### config.mk
export PLATFORM = sky130hd
export DESIGN_NAME = display_scan_ctrl
export DESIGN_NICKNAME = d
export VERILOG_FILES = /design/src/rtl/scan_pkg.sv /design/src/rtl/slot_timer.sv /design/src/rtl/display_scan_ctrl.sv
export SDC_FILE = /design/constraint.sdc
export NUM_CORES = 1
export LEC_CHECK = 0
export CORE_ASPECT_RATIO = 0.5
export CORE_MARGIN = 1
export CORE_UTILIZATION = 56
export CTS_BUF_LIST = sky130_fd_sc_hd__clkbuf_4 sky130_fd_sc_hd__clkbuf_8
export DETAILED_ROUTE_END_ITERATION = 6
export PLACE_DENSITY = 0.81
export SKIP_CTS_REPAIR_TIMING = 1
export SYNTH_ARGS = -nofsm -noshare
export SYNTH_HDL_FRONTEND = slang
export SYNTH_SLANG_ARGS = --single-unit
### constraint.sdc
create_clock -name clk -period 2.4 [get_ports clk]
set_input_delay 0.48 -clock clk [delete_from_list [all_inputs] [get_ports clk]]
set_output_delay 0.48 -clock clk [all_outputs]
set_load 0.01 [all_outputs]
### src/rtl/scan_pkg.sv
// Shared types and constants for the 7-segment scan controller.
// Anode patterns are active-low, digit 0 is the most significant.
package scan_pkg;

    localparam int IDX_W = 2;

    typedef enum logic [1:0] {
        INIT,
        SHOW,
        GUARD
    } scan_state_e;

    localparam logic [3:0] ANODE_D0  = 4'b0111;
    localparam logic [3:0] ANODE_D1  = 4'b1011;
    localparam logic [3:0] ANODE_D2  = 4'b1101;
    localparam logic [3:0] ANODE_D3  = 4'b1110;
    localparam logic [3:0] ANODE_OFF = 4'b1111;

    function automatic logic [3:0] anode_of(input logic [IDX_W-1:0] idx);
        unique case (idx)
            2'd0:    return ANODE_D0;
            2'd1:    return ANODE_D1;
            2'd2:    return ANODE_D2;
            default: return ANODE_D3;
        endcase
    endfunction

    function automatic logic [3:0] nibble_of(
        input logic [15:0]      v,
        input logic [IDX_W-1:0] idx
    );
        unique case (idx)
            2'd0:    return v[15:12];
            2'd1:    return v[11:8];
            2'd2:    return v[7:4];
            default: return v[3:0];
        endcase
    endfunction

    // True when digit idx is a zero ahead of the first non-zero digit.
    function automatic logic lead_zero(
        input logic [15:0]      v,
        input logic [IDX_W-1:0] idx
    );
        unique case (idx)
            2'd0:    return v[15:12] == 4'h0;
            2'd1:    return v[15:8] == 8'h00;
            2'd2:    return v[15:4] == 12'h000;
            default: return 1'b0;
        endcase
    endfunction

endpackage

### src/rtl/slot_timer.sv
// Digit-slot counter: flags the start of the blanking gap and the slot end.
// Held at zero while disabled and cleared when the first count is loaded.
module slot_timer #(
    parameter int REFRESH_DIV = 100000,
    parameter int BLANK_CYC   = 1000
) (
    input  logic clk,
    input  logic reset,
    input  logic en_i,
    input  logic clr_i,
    output logic guard_start_o,
    output logic slot_end_o
);

    localparam int CW = $clog2(REFRESH_DIV);
    localparam logic [CW-1:0] GUARD_AT = CW'(REFRESH_DIV - BLANK_CYC - 1);
    localparam logic [CW-1:0] END_AT   = CW'(REFRESH_DIV - 1);

    logic [CW-1:0] slot_cnt_q;
    logic [CW-1:0] slot_cnt_d;

    assign guard_start_o = (BLANK_CYC != 0) && (slot_cnt_q == GUARD_AT);
    assign slot_end_o    = (slot_cnt_q == END_AT);

    always_comb begin
        slot_cnt_d = slot_cnt_q + 1'b1;
        if (clr_i || !en_i || slot_end_o) begin
            slot_cnt_d = '0;
        end
    end

    always_ff @(posedge clk) begin
        if (reset) begin
            slot_cnt_q <= '0;
        end else begin
            slot_cnt_q <= slot_cnt_d;
        end
    end

endmodule

### src/rtl/display_scan_ctrl.sv
// 4-digit multiplexed 7-segment scan with frame-aligned BCD handshake.
// Define SCAN_LZS_EN to blank leading zero digits (digit 3 always lit).
module display_scan_ctrl
    import scan_pkg::*;
#(
    parameter int REFRESH_DIV = 100000,
    parameter int BLANK_CYC   = 1000
) (
    input  logic             clk,
    input  logic             reset,
    input  logic [15:0]      bcd_in,
    input  logic             bcd_valid,
    output logic             bcd_ready,
    output logic [IDX_W-1:0] countout,
    output logic [3:0]       digit_en_n,
    output logic [3:0]       led_bcd,
    output logic             frame_done
);

    scan_state_e      state_q;
    logic [15:0]      disp_q;
    logic [15:0]      disp_d;
    logic [IDX_W-1:0] countout_q;
    logic [IDX_W-1:0] countout_d;
    logic [3:0]       digit_en_n_q;
    logic [3:0]       anode_d;
    logic [3:0]       led_bcd_q;
    logic [3:0]       nibble_d;
    logic             frame_done_q;

    logic guard_start;
    logic slot_end;
    logic running;
    logic boundary;
    logic advance;

    slot_timer #(
        .REFRESH_DIV (REFRESH_DIV),
        .BLANK_CYC   (BLANK_CYC)
    ) u_slot_timer (
        .clk           (clk),
        .reset         (reset),
        .en_i          (running),
        .clr_i         (state_q == INIT && bcd_valid),
        .guard_start_o (guard_start),
        .slot_end_o    (slot_end)
    );

    assign running   = (state_q != INIT);
    assign boundary  = running && slot_end && (countout_q == IDX_W'(3));
    assign bcd_ready = (state_q == INIT) || boundary;
    assign advance   = running ? slot_end : bcd_valid;

    always_comb begin
        disp_d     = (bcd_valid && bcd_ready) ? bcd_in : disp_q;
        countout_d = running ? countout_q + 1'b1 : '0;
        nibble_d   = nibble_of(disp_d, countout_d);
`ifdef SCAN_LZS_EN
        anode_d = lead_zero(disp_d, countout_d)
                ? ANODE_OFF
                : anode_of(countout_d);
`else
        anode_d = anode_of(countout_d);
`endif
    end

    always_ff @(posedge clk) begin
        if (reset) begin
            state_q      <= INIT;
            disp_q       <= 16'h0000;
            countout_q   <= '0;
            digit_en_n_q <= ANODE_OFF;
            led_bcd_q    <= 4'h0;
            frame_done_q <= 1'b0;
        end else begin
            frame_done_q <= boundary;
            if (advance) begin
                state_q      <= SHOW;
                disp_q       <= disp_d;
                countout_q   <= countout_d;
                digit_en_n_q <= anode_d;
                led_bcd_q    <= nibble_d;
            end else if (state_q == SHOW && guard_start) begin
                state_q      <= GUARD;
                digit_en_n_q <= ANODE_OFF;
            end
        end
    end

    assign countout   = countout_q;
    assign digit_en_n = digit_en_n_q;
    assign led_bcd    = led_bcd_q;
    assign frame_done = frame_done_q;

endmodule

# --- After elaboration in Yosys (flattened, before gate mapping) ---
# Cells that the tools add are included.
word_totals:
  ff_bits: 46
  input_bits: 19
  out_inout_bits: 12
  elab_cells: 40
op_classes:
  addsub: 2
  n_eq_ne: 6
  mux: 9
  n_reduce_logical: 15
ops:
  columns: ["op", "n"]
  rows:
  - ["17-bit equality test, second input constant", 2]
  - ["4-bit one-hot mux with 3 select lines", 2]
  - ["17-bit by 1-bit adder with 17-bit output, second input constant", 1]
  - ["16-bit 2-to-1 mux", 1]
  - ["4-bit 2-to-1 mux", 2]
  - ["1-bit logical AND", 5]
  - ["2-bit by 1-bit equality test with 1-bit output, second input constant", 2]
  - ["2-bit equality test, second input constant", 2]
  - ["2-bit logical NOT", 2]
  - ["2-bit nonzero test", 2]
  - ["2-bit OR reduction", 2]
  - ["1-bit logical OR", 3]
  - ["1-bit 2-to-1 mux", 3]
  - ["2-bit by 1-bit adder with 2-bit output, second input constant", 1]
  - ["2-bit 2-to-1 mux", 1]
  - ["1-bit logical NOT", 1]

# --- Longest topological paths before layout ---
# Gate-level depths: netlist of run 1.
logic_depth:
  ltp_word: 7
  depth_mapped: 9
  ltp_nobuf: 7

# --- By module ---
# A second synthesis of run 1 with hierarchy kept.
unflattened:
  hier_cells: 234
  area_unflattened_um2: 2080.7
modules_own_cells:
  columns: ["mod", "instances", "cells_per_inst", "area_per_inst_um2", "seq_area_each_um2"]
  rows:
  - ["display_scan_ctrl", 1, 147, 1270.0, 580.6]
  - ["slot_timer", 1, 87, 810.8, 340.3]

# --- Worst setup path before layout of run 1 ---
# No wires, ideal clock.
synth_timing:
  path_type: "flip-flop to flip-flop"
  from: "register countout_q[0] (netlist: countout[0])"
  to: "register led_bcd_q[1] (netlist: led_bcd[1])"
  setup_time_ns: 0.117
  arrival_ns: 1.961
  required_time_ns: 2.283
  path_slack_ns: 0.322
  path_stages_with_launch: 9
  path_buffers: 1
  synth_period_minus_slack_ns: 2.078
  cell_sequence: "dfxtp_1 -> ha_1 -> buf_2 -> and2_1 -> a22o_1 -> a221o_1 -> a221o_1 -> a21oi_1 -> o21ai_2"
synth_between:
  elab_chain_cells: 6
  word_cells_on_any_way: 11
  classes_between: "1 x add/sub; 3 x eq/ne; 3 x mux; 4 x reduce/logical"
synth_rtl:
  columns: ["item", "line", "text"]
  rows:
  - ["start: declaration", "display_scan_ctrl.sv:23", "logic [IDX_W-1:0] countout_q;"]
  - ["start signal: assignment", "display_scan_ctrl.sv:80", "countout_q <= countout_d;"]
  - ["branches (longest 5 deep; another with 2-bit by 1-bit adder with 2-bit output)", null, null]
  - ["4-bit one-hot mux with 3 select lines *", "scan_pkg.sv:32", "unique case (idx)"]
  - ["end signal: assignment", "display_scan_ctrl.sv:82", "led_bcd_q <= nibble_d;"]
  - ["end: declaration", "display_scan_ctrl.sv:27", "logic [3:0] led_bcd_q;"]
# Mark *: on every way between the ends.
# A chain may end at the register's enable or synchronous reset.

# --- Worst setup path after layout of run 1 ---
layout_timing:
  from: "register u_slot_timer.slot_cnt_q[0]"
  to: "output bcd_ready"
layout_between:
  elab_chain_cells: 4
layout_rtl:
  columns: ["item", "line", "text"]
  rows:
  - ["start: declaration", "slot_timer.sv:19", "logic [CW-1:0] slot_cnt_q;"]
  - ["start signal: assignment", "slot_timer.sv:36", "slot_cnt_q <= slot_cnt_d;"]
  - ["17-bit equality test", "slot_timer.sv:23", "assign slot_end_o = (slot_cnt_q == END_AT);"]
  - ["1-bit logical AND (2 in a row)", "display_scan_ctrl.sv:50", "assign boundary = running && slot_end && (countout_q == IDX_W'(3));"]
  - ["1-bit logical OR", "display_scan_ctrl.sv:51", "assign bcd_ready = (state_q == INIT) || boundary;"]
  - ["end: declaration", "display_scan_ctrl.sv:13", "output logic bcd_ready,"]
# Every way passes these cells.

==> results of run 1 <==
[cells in the final DEF, fill, tap and decap left out, drive strengths merged, types with 6 or more instances in the layout]
cell type	netlist	routed
a21oi	25	25
buf	9	11
clkbuf	6	6
clkdlybuf4s50	0	29
dfxtp	46	46
inv	8	8
nand2	47	47
nand3	9	9
nor2	43	43
nor3	13	13
o21ai	14	14
xnor2	9	9
[metal layers]
| layer | up-vias | track usage (%) | routed length (µm) |
|---|---|---|---|
| li1 | 1064 | - | - |
| met3 | 11 | 6.31 | 312 |
| met2 | 59 | 43.1 | 2260 |
| met5 | - | 0 | 0 |
| met1 | 1006 | 33.0 | 2420 |
| met4 | 0 | 11.3 | 92 |
[report_power, final]
part           total [mW]  leakage (nW)  internal [mW]  switching (mW)
registers           0.803         0.375          0.789          0.0145
logic               0.209         0.542         0.0994           0.109
clock network       0.702        0.0714          0.444           0.258
[flip-flops by register name (all words and copies together), names as in the netlist]
| register | count |
|---|---|
| digit_en_n | 4 |
| state_q | 2 |
| disp_q | 16 |
| countout | 2 |
| led_bcd | 4 |
| frame_done | 1 |
| u_slot_timer.slot_cnt_q | 17 |
[stage by stage]
step                      instances  TNS (ns)
after floorplan                 288         0
after global placement          365         0
after detailed placement        365         0
after CTS                       373    -0.236
after global routing            373         0
final                           373         0
[path summary, 6_finish.rpt]
kind,slack (ns),depth (start not counted),to
max,0.25,6,bcd_ready
min,0.42,1,u_slot_timer.slot_cnt_q[0]$_SDFF_PP0_
min reg2reg,0.42,1,u_slot_timer.slot_cnt_q[0]$_SDFF_PP0_
max reg2reg,0.33,9,led_bcd[3]$_SDFFE_PP0P_
[final cells by class]
cell class / count / area, µm² / share of cell area (%)
clock buffers: 6 / 82.6 / 2.93
clock inverters: 2 / 60.1 / 2.13
inverters: 8 / 30.0 / 1.07
multi-input cells: 219 / 1260 / 44.7
flip-flops and latches: 46 / 922 / 32.8
well taps: 51 / 63.8 / 2.27
repair buffers: 41 / 398 / 14.1
[logic make-up (layout without fill, tap and decap cells)]
| family | after synthesis | count (layout) |
|---|---|---|
| AND/OR/NAND/NOR | 141 | 141 |
| AO/OA/AOI/OAI | 59 | 59 |
| flip-flops | 46 | 46 |
| buffers and inverters | 23 | 57 |
| XOR/XNOR | 13 | 13 |
| multiplexers | 4 | 4 |
| adder cells (fa/ha/maj) | 2 | 2 |
[worst max-delay path, stage by stage (launching register included)]
cell	delay, ns
dfxtp_2	0.35
ha_2	0.21
and4_4	0.24
nand4_1	0.11
or2_1	0.24
nand2_1	0.07
dlymetal6s2s_1	0.15
==> flow_summary_export.csv, run 1 <==
group,metric,value,unit
sta,holdWs,0.424,ns
synth,synth_area_per_cell,7.88,µm²
cts,htreeDepth,2,
grt,grt_pass1_vias,1894,
floorplan,top_level_ports,31,
floorplan,placement_rows,15,
synth,yosys-top-cells-area,"dfxtp_1 41%, nand2_1 7.8%, nor2_1 6.6%",
setup_path,crit_type,"reg2out",
floorplan,die_x,92.0,µm
cells_and_area,nFillCells,275,
cells_and_area,antenna_cells,0,
power,ir_drop,0.000408,V
flow_run,drv_cap,0,
place,io_buffers,30,
detailed_routing,routed_wl,5090,µm
grt,antenna_found_initial,0,
sta,post-route-period-util,89.6,%
cts,cts_inserted_buffers,5,
detailed_routing,firstDrtPassIters,5,
sta,period_needed,2.15,ns
grt,grt_max_degree,21,
synth,netlist_instances,288,
detailed_routing,vias,2140,
power,p_leak,0.989,nW
setup_path,critPathLaunch,"u_slot_timer.slot_cnt_q[0]$_SDFF_PP0_",
setup_path,cp.arrival,1.67,ns
grt,grt_pass1_wl,8490,µm
detailed_routing,drtIter0Drc,153,
synth,synth_top_family_by_area,"simple AND/OR/NAND/NOR gates",
synth,yosys.area.top_type,"dfxtp_1",
synth,ys.flop_type,"dfxtp_1",
synth,yosysUniqueCellTypes,44,
place,dpl_worst_slack,0.0964,ns
power,power_density,609,mW/mm²
synth,synthMuxAreaShare,1.87,%
cts,clkSlewWorstSetupHoldPaths,0.08,ns
cells_and_area,nets,342,
sta,maxSlewViolCount,0,
cts,clkLatencyLatePin,0.30,ns
synth,synthTopCellsByCount,"47 x nand2_1, 46 x dfxtp_1, 40 x nor2_1",
synth,ys_seq_elements,46,
place,hpwl,3700,µm
synth,synth.most_common_cell,"nand2_1",
cells_and_area,final_cell_area,0.00282,mm²
place,place_area,0.00266,mm²
floorplan,die-area,0.00433,mm²
synth,yosysSeqAreaShare,40.6,%
floorplan,start_util,62.3,%
synth,synth_compound_area_share,16.9,%
synth,netlist.area_leader.share,40.6,%
floorplan,core,0.00364,mm²
grt,track_usage,25.7,%
sta,worst_pin_slew,0.522,ns
synth,yosys.area_share.simple,30.3,%
cts,clock-sinks,46,
floorplan,die_y,47.0,µm
detailed_routing,detail-route-antenna-nets,0,
cells_and_area,utilization,77.3,%
place,gp_congestion,0.884,
synth,synth_enable_flop_cells,0,
synth,async_flop_share,0,%
detailed_routing,wl_per_cell,13.6,µm
setup_path,crit_required,1.92,ns
sta,max_freq,0.465,GHz
detailed_routing,drc,0,
sta,rsz0062_at_grt,"no",
grt,grt-ovfl-total,0,
setup_path,path_max_fanout,4,
setup_path,end_kind,"primary output",
setup_path,r2r_start,"u_slot_timer.slot_cnt_q[0]$_SDFF_PP0_",
sta,hold_violations,0,
cts,cts_tree,"done",
sta,slew_headroom,65.1,%
sta,clock_skew,0.00413,ns
sta,setup_viol,0,
synth,synthXorXnorAreaFrac,5.02,%
detailed_routing,vias_per_cell,5.74,
synth,synth_fp_nets,309,
setup_path,cp-start-kind,"flop",
synth,synth_fa_ha_area_share,1.10,%
min_path,hold_start,"u_slot_timer.slot_cnt_q[0]$_SDFF_PP0_",
synth,netlist_area,0.00227,mm²
cells_and_area,drive_gt1_share,10.2,%
min_path,hold_path_class,"reg2reg",
cts,cts_root_buf,"clkbuf_8",
outcome,status,"finished clean",
sta,setup_ws,0.250,ns
cts,cts.path.max_buffers,2,
power,finalPower,1.71,mW
synth,synth_warnings,0,
cells_and_area,area_growth,24.0,%
No activity file was read; power rests on OpenSTA's default activity.
==> run 2, diff against run 1 <==
- CORE_UTILIZATION: 56 -> 60
- DONT_BUFFER_PORTS: default -> 1
- PLACE_DENSITY: 0.81 -> 0.76
==> flow_summary_export.csv, run 2 (synthesis gave the netlist of run 1 again) <==
group,metric,value,unit
outcome,status,"finished clean",
floorplan,die_x,89.0,µm
sta,setup_ws,0.121,ns
cells_and_area,largest_reg_flops,17,
sta,tns,0,ns
setup_path,crit_required,1.92,ns
cells_and_area,antenna_cells,0,
grt,track_usage,25.8,%
cells_and_area,area_growth,9.76,%
floorplan,placement_rows,15,
cts,cts_tree,"done",
setup_path,worstPathCellList,"ha_1 -> and4_1 -> nand4_1 -> or2_1 -> nand2_1",
grt,grt_max_degree,26,
cells_and_area,final_common_cell,"nand2_1",
sta,worst_pin_slew,0.528,ns
power,p_leak,0.859,nW
cells_and_area,utilization,70.6,%
cts,clock-sinks,46,
cts,clkLatencyLatePin,0.29,ns
sta,post-route-period-util,94.9,%
sta,hold_violations,0,
cts,clkSlewWorstSetupHoldPaths,0.09,ns
detailed_routing,detail-route-antenna-nets,0,
setup_path,crit_type,"reg2out",
detailed_routing,routed_wl,4860,µm
place,io_buffers,0,
power,power_density,662,mW/mm²
floorplan,core,0.00353,mm²
cells_and_area,nets,310,
detailed_routing,vias_per_cell,5.74,
grt,antenna_found_initial,0,
cells_and_area,top_register,"u_slot_timer.slot_cnt_q",
sta,slew_headroom,64.7,%
sta,rsz0062_at_grt,"no",
detailed_routing,drtIter0Drc,80,
detailed_routing,vias,1957,
detailed_routing,wl_per_cell,14.2,µm
grt,grtUsageMet1,33.9,%
cells_and_area,final_cell_mix,"47 x nand2_1, 46 x dfxtp_1, 40 x nor2_1",
cells_and_area,top_regs,"u_slot_timer.slot_cnt_q (17), disp_q (16)",
grt,busiest_layer,"met2",
cells_and_area,nFillCells,289,
place,dp_cells,333,
cts,cts.path.max_buffers,2,
cells_and_area,drive_gt1_share,9.66,%
grt,grtUsageMet3,7.79,%
detailed_routing,firstDrtPassIters,4,
cts,htreeDepth,2,
cts,cts_inserted_buffers,5,
sta,period_needed,2.28,ns
place,hpwl,3490,µm
cts,cts_root_buf,"clkbuf_8",
setup_path,slowest_stage,"dfxtp_1",
detailed_routing,drc,0,
place,gp_congestion,0.901,
grt,grt_pass1_wl,7800,µm
setup_path,end_kind,"primary output",
grt,grt_use_met2,42.5,%
sta,setup_viol,0,
power,ir_drop,0.000534,V
sta,max_freq,0.439,GHz
setup_path,cp-start-kind,"flop",
floorplan,die-area,0.00405,mm²
setup_path,slowest_delay,0.36,ns
flow_run,drv_cap,0,
grt,grt_pass1_vias,1732,
setup_path,path_max_fanout,5,
floorplan,start_util,64.3,%
sta,clock_skew,0.00942,ns
min_path,hold_path_class,"in2reg",
setup_path,cp.arrival,1.80,ns
grt,grt-ovfl-total,0,
place,dpl_worst_slack,0.302,ns
floorplan,die_y,45.5,µm
sta,maxSlewViolCount,0,
cells_and_area,instances_no_fill,341,
floorplan,top_level_ports,31,
## run 2: cell types whose count changed in the layout (fill, tap and decap cells not counted)
cell             change
buf_4                -2
ha_2                 -1
ha_1                 +1
dlymetal6s2s_1       -1
clkdlybuf4s50_1     -29
dfxtp_2              -1
dfxtp_1              +1
and4_1               +1
and4_4               -1
## run 2: worst max-delay path, delay by kind of cell (launching register included)
kind | cells | cell delay [ns]
flip-flops | 1 | 0.36
adder cells (fa/ha/maj) | 1 | 0.24
AND/OR/NAND/NOR | 4 | 0.91
## run 2: final cells by class
| cell class | instances | area (µm²) | share of cell area (%) |
|---|---|---|---|
| flip-flops and latches | 46 | 921 | 37.0 |
| clock inverters | 2 | 60.1 | 2.41 |
| inverters | 8 | 30.0 | 1.21 |
| clock buffers | 6 | 82.6 | 3.31 |
| well taps | 51 | 63.8 | 2.56 |
| repair buffers | 9 | 80.1 | 3.21 |
| multi-input cells | 219 | 1250 | 50.3 |
## run 2: power by group
part / switching, mW / internal [mW]
sequential: 0.0193 / 0.788
combinational: 0.0859 / 0.0609
clock: 0.250 / 0.444
## run 2: layer usage
layer	wire length [µm]	vias to the layer above
met3	352	4
li1	-	1002
met2	2230	50
met5	0	-
met1	2240	901
met4	26	0
## run 2: path summary, 6_finish.rpt
| check | depth (start not counted) | endpoint | start | slack [ns] |
|---|---|---|---|---|
| hold / removal | 1 | disp_q[13]$_SDFFE_PP0P_ | reset | 0.24 |
| setup / recovery | 5 | bcd_ready | u_slot_timer.slot_cnt_q[0]$_SDFF_PP0_ | 0.12 |
| hold reg to reg | 2 | disp_q[0]$_SDFFE_PP0P_ | disp_q[0]$_SDFFE_PP0P_ | 0.45 |
| setup reg to reg | 8 | led_bcd[3]$_SDFFE_PP0P_ | u_slot_timer.slot_cnt_q[0]$_SDFF_PP0_ | 0.29 |
## run 2: metrics by stage
step           area (µm²)  power, mW  hold slack, ns
3_5_place_dp         2350      0.971           0.439
2_1_floorplan        2270      0.936           0.418
5_1_grt              2490       1.72           0.222
3_3_place_gp         2350      0.968           0.431
4_1_cts              2490       1.66           0.238
6_report             2490       1.65           0.243
